[config.mk]
export PLATFORM = sky130hd
export DESIGN_NAME = d_mem_lsu
export DESIGN_NICKNAME = d
export VERILOG_FILES = /design/src/rtl/d_mem_lsu.sv
export SDC_FILE = /design/constraint.sdc
export NUM_CORES = 1
export LEC_CHECK = 0
export CAP_MARGIN = 25
export CELL_PAD_IN_SITES_DETAIL_PLACEMENT = 0
export CELL_PAD_IN_SITES_GLOBAL_PLACEMENT = 2
export CORE_MARGIN = 2
export CORE_UTILIZATION = 23
export CTS_BUF_LIST = sky130_fd_sc_hd__clkbuf_4 sky130_fd_sc_hd__clkbuf_8 sky130_fd_sc_hd__clkbuf_16
export CTS_CLUSTER_DIAMETER = 200
export DETAILED_ROUTE_END_ITERATION = 10
export GPL_TIMING_DRIVEN = 0
export PLACE_DENSITY_LB_ADDON = 0.1
export SYNTH_ARGS = -nofsm -noshare
export SYNTH_HDL_FRONTEND = slang
export SYNTH_SLANG_ARGS = --single-unit
[constraint.sdc]
create_clock -name clk -period 1.6 [get_ports clk]
set_input_delay 0.24 -clock clk [delete_from_list [all_inputs] [get_ports clk]]
set_output_delay 0.24 -clock clk [all_outputs]
set_load 0.1 [all_outputs]
[src/rtl/d_mem_lsu.sv]
// d_mem_lsu: MEM-stage load/store initiator for the byte-addressed data memory.
// Accepts one request per handshake, performs a single memory access cycle,
// then emits a one-cycle response carrying the extended load data.
// Optional build macro: LSU_MISALIGN_TRAP_EN rejects misaligned H/HU/W accesses.
//
// state  | meaning
// IDLE   | ready for a request; all memory outputs low
// ACCESS | memory read or write in flight; load data captured at end of cycle
// RESP   | resp_valid pulse; memory outputs low
module d_mem_lsu #(
    parameter int ADDR_W   = 32,
    parameter int MEM_SIZE = 1024
) (
    input  logic              clk,
    input  logic              rst_n,
    input  logic              req_valid,
    output logic              req_ready,
    input  logic              req_we,
    input  logic [2:0]        req_funct3,
    input  logic [ADDR_W-1:0] req_addr,
    input  logic [31:0]       req_wdata,
    output logic              resp_valid,
    output logic [31:0]       resp_rdata,
    output logic              resp_err,
    output logic              Mem_r,
    output logic              Mem_w,
    output logic [ADDR_W-1:0] Mem_Addr,
    output logic [31:0]       Mem_W_Data,
    output logic [3:0]        Mem_W_Strb,
    input  logic [31:0]       Mem_R_Data
);

    typedef enum logic [1:0] {IDLE, ACCESS, RESP} state_t;

    state_t     state;
    logic       we_q;
    logic [2:0] funct3_q;
    logic       req_err;

    // The last-byte address is formed one bit wider so that an access near the
    // top of the address space cannot wrap around and slip past the bound.
    function automatic logic calc_err(input logic we, input logic [2:0] f3,
                                      input logic [ADDR_W-1:0] addr);
        logic [ADDR_W:0] last;
        logic            bad;
        bad  = 1'b0;
        last = {1'b0, addr};
        case (f3)
            3'b000, 3'b100: last = {1'b0, addr};
            3'b001, 3'b101: last = {1'b0, addr} + (ADDR_W+1)'(1);
            3'b010:         last = {1'b0, addr} + (ADDR_W+1)'(3);
            default:        bad  = 1'b1;
        endcase
        if (we && f3[2]) bad = 1'b1;
        if (last >= (ADDR_W+1)'(MEM_SIZE)) bad = 1'b1;
`ifdef LSU_MISALIGN_TRAP_EN
        if ((f3[1:0] == 2'b01 && addr[0]) || (f3 == 3'b010 && addr[1:0] != 2'b00))
            bad = 1'b1;
`endif
        return bad;
    endfunction

    function automatic logic [3:0] calc_strb(input logic [2:0] f3);
        case (f3[1:0])
            2'b00:   return 4'b0001;
            2'b01:   return 4'b0011;
            default: return 4'b1111;
        endcase
    endfunction

    function automatic logic [31:0] extend(input logic [2:0] f3, input logic [31:0] d);
        case (f3)
            3'b000:  return {{24{d[7]}}, d[7:0]};
            3'b100:  return {24'h0, d[7:0]};
            3'b001:  return {{16{d[15]}}, d[15:0]};
            3'b101:  return {16'h0, d[15:0]};
            default: return d;
        endcase
    endfunction

    // Request rejection decision, evaluated on the incoming request in IDLE.
    always_comb begin
        req_err = calc_err(req_we, req_funct3, req_addr);
    end

    // Sequencer with all outputs registered; reset drops memory enables at once.
    always_ff @(posedge clk or negedge rst_n) begin
        if (!rst_n) begin
            state      <= IDLE;
            we_q       <= 1'b0;
            funct3_q   <= 3'b000;
            req_ready  <= 1'b1;
            resp_valid <= 1'b0;
            resp_rdata <= 32'h0;
            resp_err   <= 1'b0;
            Mem_r      <= 1'b0;
            Mem_w      <= 1'b0;
            Mem_Addr   <= '0;
            Mem_W_Data <= 32'h0;
            Mem_W_Strb <= 4'b0000;
        end else begin
            case (state)
                IDLE: begin
                    if (req_valid) begin
                        we_q      <= req_we;
                        funct3_q  <= req_funct3;
                        req_ready <= 1'b0;
                        if (req_err) begin
                            state      <= RESP;
                            resp_valid <= 1'b1;
                            resp_err   <= 1'b1;
                        end else begin
                            state      <= ACCESS;
                            Mem_r      <= ~req_we;
                            Mem_w      <= req_we;
                            Mem_Addr   <= req_addr;
                            Mem_W_Data <= req_wdata;
                            Mem_W_Strb <= req_we ? calc_strb(req_funct3) : 4'b0000;
                        end
                    end
                end
                ACCESS: begin
                    if (!we_q) resp_rdata <= extend(funct3_q, Mem_R_Data);
                    state      <= RESP;
                    resp_valid <= 1'b1;
                    resp_err   <= 1'b0;
                    Mem_r      <= 1'b0;
                    Mem_w      <= 1'b0;
                    Mem_Addr   <= '0;
                    Mem_W_Data <= 32'h0;
                    Mem_W_Strb <= 4'b0000;
                end
                default: begin
                    state      <= IDLE;
                    resp_valid <= 1'b0;
                    resp_err   <= 1'b0;
                    req_ready  <= 1'b1;
                end
            endcase
        end
    end

endmodule

==> metrics list <==
- Crit path time final: 2.994 ns
* TritonCTS sink count: 109
- Number of failing setup endpoints in the final timing report: 72
- The checks that failed: negative setup slack.
- Mapped Avg Cell Area: 11.19 µm²
- Share of post-route cells with drive strength above 1: 35.87%
- Power spread over the standard cell area amounts to 688.4 nW/µm².
* Cell taking the most area after synthesis: dfrtp_1
- Residual DRC count: 0
- The tightest hold path in the finished design has a slack of 0.1663 ns.
- In the post-synthesis netlist, the biggest area contributors are dfrtp_1 (56%), a22o_1 (8.2%), and2_1 (2.9%).
- The number of antenna diodes in the final layout is 0.
* Largest incremental delay on the critical path: 0.49 ns
* Placed cell area: 7326 µm²
* Mapped Nets: 535
- Critical path fanouts, max: 10
- Average routed wire per standard cell: 17.40 µm
- Flops & latches, synth: 109
- The run finished, with violations left.
- The region available for standard cell placement spans 20,360 µm².
* Die height: 148.6 µm
* Die width: 148.6 µm
- The number of clock buffers added by TritonCTS is 9.
- Static timing analysis puts the maximum clock frequency at 0.3340 GHz.
- Once the floorplan was initialized, standard cells occupied 23.62% of the core.
- Final-stage net count: 783
- CTS placed an instance of clkbuf_16 at the clock tree root.
- Total Die Area: 22,090 µm²
* Endpoints failing hold: 0
- Count of warnings emitted by yosys: 0
* Final Slew Violations: 0
* Io pins: 208
- Input and output buffers added on the ports amount to 207.
- Maxcap violations: 0
* Maximum root-to-sink buffer count: 2
- Synthesis handed over a netlist of 430 instances.
- Worst Slack Setup Final: -1.394 ns
- Sequential elements use 56.72% of the synthesized area.
- In this run the tightest slew margin relative to its limit is 60.68%.
* FP Rows: 52
- Number of violations reported at the end of detailed-routing iteration 0: 101
- Clock insertion delay at the later pin of the skew report: 0.35 ns
- The first global-routing pass estimated 25.70 mm of wire.
- Entering global routing, the biggest net connects 58 pins.
* Post-synthesis instance area: 4811 µm²
* Total power: 5.771 mW
* Design Area, Final: 8383 µm²
- For the pin with the worst max-slew slack, the measured transition is 0.5925 ns.
- Wires add up to 16.58 mm.
* Max Clock Skew: 0.01512 ns
* H-tree depth reported by CTS: 3
- Vias in the first global route: 4,474
- Proportion of synthesized flip-flops having asynchronous set or reset: 100.0%
- Once detailed placement completed, the half-perimeter wirelength came to 11.92 mm.
- The number of antenna violations at the first check in global routing is 0.
- Proportion of netlist area held by the largest area contributor: 56.18%
- Final weighted congestion of routability-driven global placement: 0.7628
* Number of search-and-repair iterations in the first detailed-routing pass: 4
- Worst slack, placed: -2.669 ns
* Share of the core filled with cells: 41.16%
- Worst VDD drop: 487.7 µV
- Clock-pin slew was measured on the worst setup and hold paths at 0.08 ns.
- Slowest library cell on the worst path: clkdlybuf4s50_1
- In this run the static leakage power is 3.591 nW.
* Kind of end point of the critical path: flip-flop
* Share of the clock period used by the worst path: 187.1%
* Congestion Overflow GR: 0
- Dividing the detail-routed via count by the number of cells gives 4.587.
* Overall via count from detail_route: 4,371
- Top cells by count, synth: dfrtp_1 (108), a22o_1 (45), nor2_1 (35)
- Counting flops with a built-in enable in the synthesized netlist gives 0.
* Primary FF master, synth: dfrtp_1
- Critical Path AT: 3.23 ns
- The netlist uses 61 different library cells.
- The worst setup path is launched from a primary input.
- The detail route stage leaves a number of antenna-violating nets equal to 0.
* Type of the setup path with the least slack: in -> reg
- Crit-path cells: clkdlybuf4s50_1 -> and4_4 -> o211ai_1 -> buf_4 -> clkbuf_8 -> o31ai_2 -> and4b_1 -> nand4_1 -> nor4_4 -> o21bai_4 -> buf_12 -> buf_8 -> a22o_1
- TritonCTS built the clock tree.
- Worst hold-check path type: in -> reg
- dfrtp_1 is the most common cell in the netlist.
- Setup repair after global routing could not meet its margin everywhere.
- For this run, the total global-route usage over all layers was measured as 14.89%.
- At the worst endpoint, the required time is 1.84 ns.
* Layout area overhead: 74.25%
## flip-flops by register name, indices dropped and copies added (netlist names)
register,flops
Mem_Addr,32
Mem_W_Data,32
Mem_W_Strb,3
Mem_r,1
funct3_q,3
req_ready,1
resp_err,1
resp_rdata,32
resp_valid,1
state,2
we_q,1
## final cells by class
class                   instances  area [µm²]
clock inverters                 7       77.57
inverters                       9       33.78
clock buffers                   9       225.2
plain buffers                  25       297.8
repair buffers                240        2560
fillers                      1992       11980
well taps                     270       337.8
multi-input cells             284        2121
flip-flops and latches        109        2730
## repair_timing
item	4_1_cts	5_1_grt
setup buffers	17	8
pin swaps	53	19
endpoints found under the hold margin	56	0
gates resized for setup	417	48
hold buffers	1	0
gates cloned	5	1
endpoints found under the setup margin	209	107
## path summary, 6_finish.rpt
| check | from | endpoint | slack [ns] | cells past startpoint |
|---|---|---|---|---|
| min in group asynchronous | rst_n | resp_rdata[28] | 0.42 | 2 |
| setup / recovery | req_addr[4] | Mem_Addr[7] | -1.39 | 13 |
| hold reg to reg | Mem_Addr[31] | Mem_Addr[31] | 0.49 | 1 |
| setup reg to reg | state[1] | Mem_Addr[1] | 0.06 | 6 |
| max in group asynchronous | rst_n | req_ready | 0.48 | 3 |
| hold / removal | req_funct3[1] | funct3_q[1] | 0.17 | 2 |
## stage by stage
step | instances | setup TNS [ns]
after global routing | 953 | -102.89
after floorplan | 430 | -88.39
after detailed placement | 908 | -206.49
after CTS | 944 | -92.43
after global placement | 907 | -646.94
final | 953 | -95.66
## cell families (layout without fill, tap and decap cells)
family                     after synthesis  after routing  share of synthesized area (%)
and+or+nand+nor                        146            146                          16.28
adders and majority gates                2              2                         0.6762
buffers and inverters                   37            290                          3.849
DFF                                    109            109                          56.72
xor gates and xnor gates                 4              4                         0.7284
muxes                                   14             14                          3.199
AOI/OAI and AO/OA                      118            118                          18.54
## critical path, delay by kind of cell
family | cells | cell delay [ns]
buffers and inverters | 5 | 1.13
AND/OR/NAND/NOR | 4 | 1.12
AO/OA/AOI/OAI | 4 | 0.73
## metal layers
metal	vias to the layer above	wire (µm)	track usage (%)
met5	-	0	0
met4	0	221	3.143
met3	16	1205	4.110
met2	144	7914	24.56
met1	2132	7240	19.64
li1	2079	-	-
## cell usage in the layout, fill, tap and decap left out, types with 3 or more instances in the layout
cell and n:
a21oi_1 17, a22o_1 45, a31oi_1 9, and2_1 14, and2_4 8, and3_1 4
buf_12 4, buf_4 26, buf_6 5, buf_8 7, clkbuf_16 12, clkbuf_2 5
clkbuf_4 4, clkbuf_8 5, clkdlybuf4s15_2 104, clkdlybuf4s50_1 83, dfrtp_1 107, dlygate4sd2_1 8
inv_1 8, mux2_2 11, mux2i_1 3, nand2_1 31, nand3_1 7, nand3_2 4
nand4_1 7, nor2_1 34, nor4_2 4, nor4_4 3, o211ai_1 5, o21ai_0 10
o22ai_1 3, xnor2_1 3
## report_power, final
group / internal (mW) / switching, mW
logic: 0.345 / 0.372
registers: 2.78 / 0.0141
clock network: 1.11 / 1.15
total: 4.24 / 1.53
No activity file was read; power rests on OpenSTA's default activity.
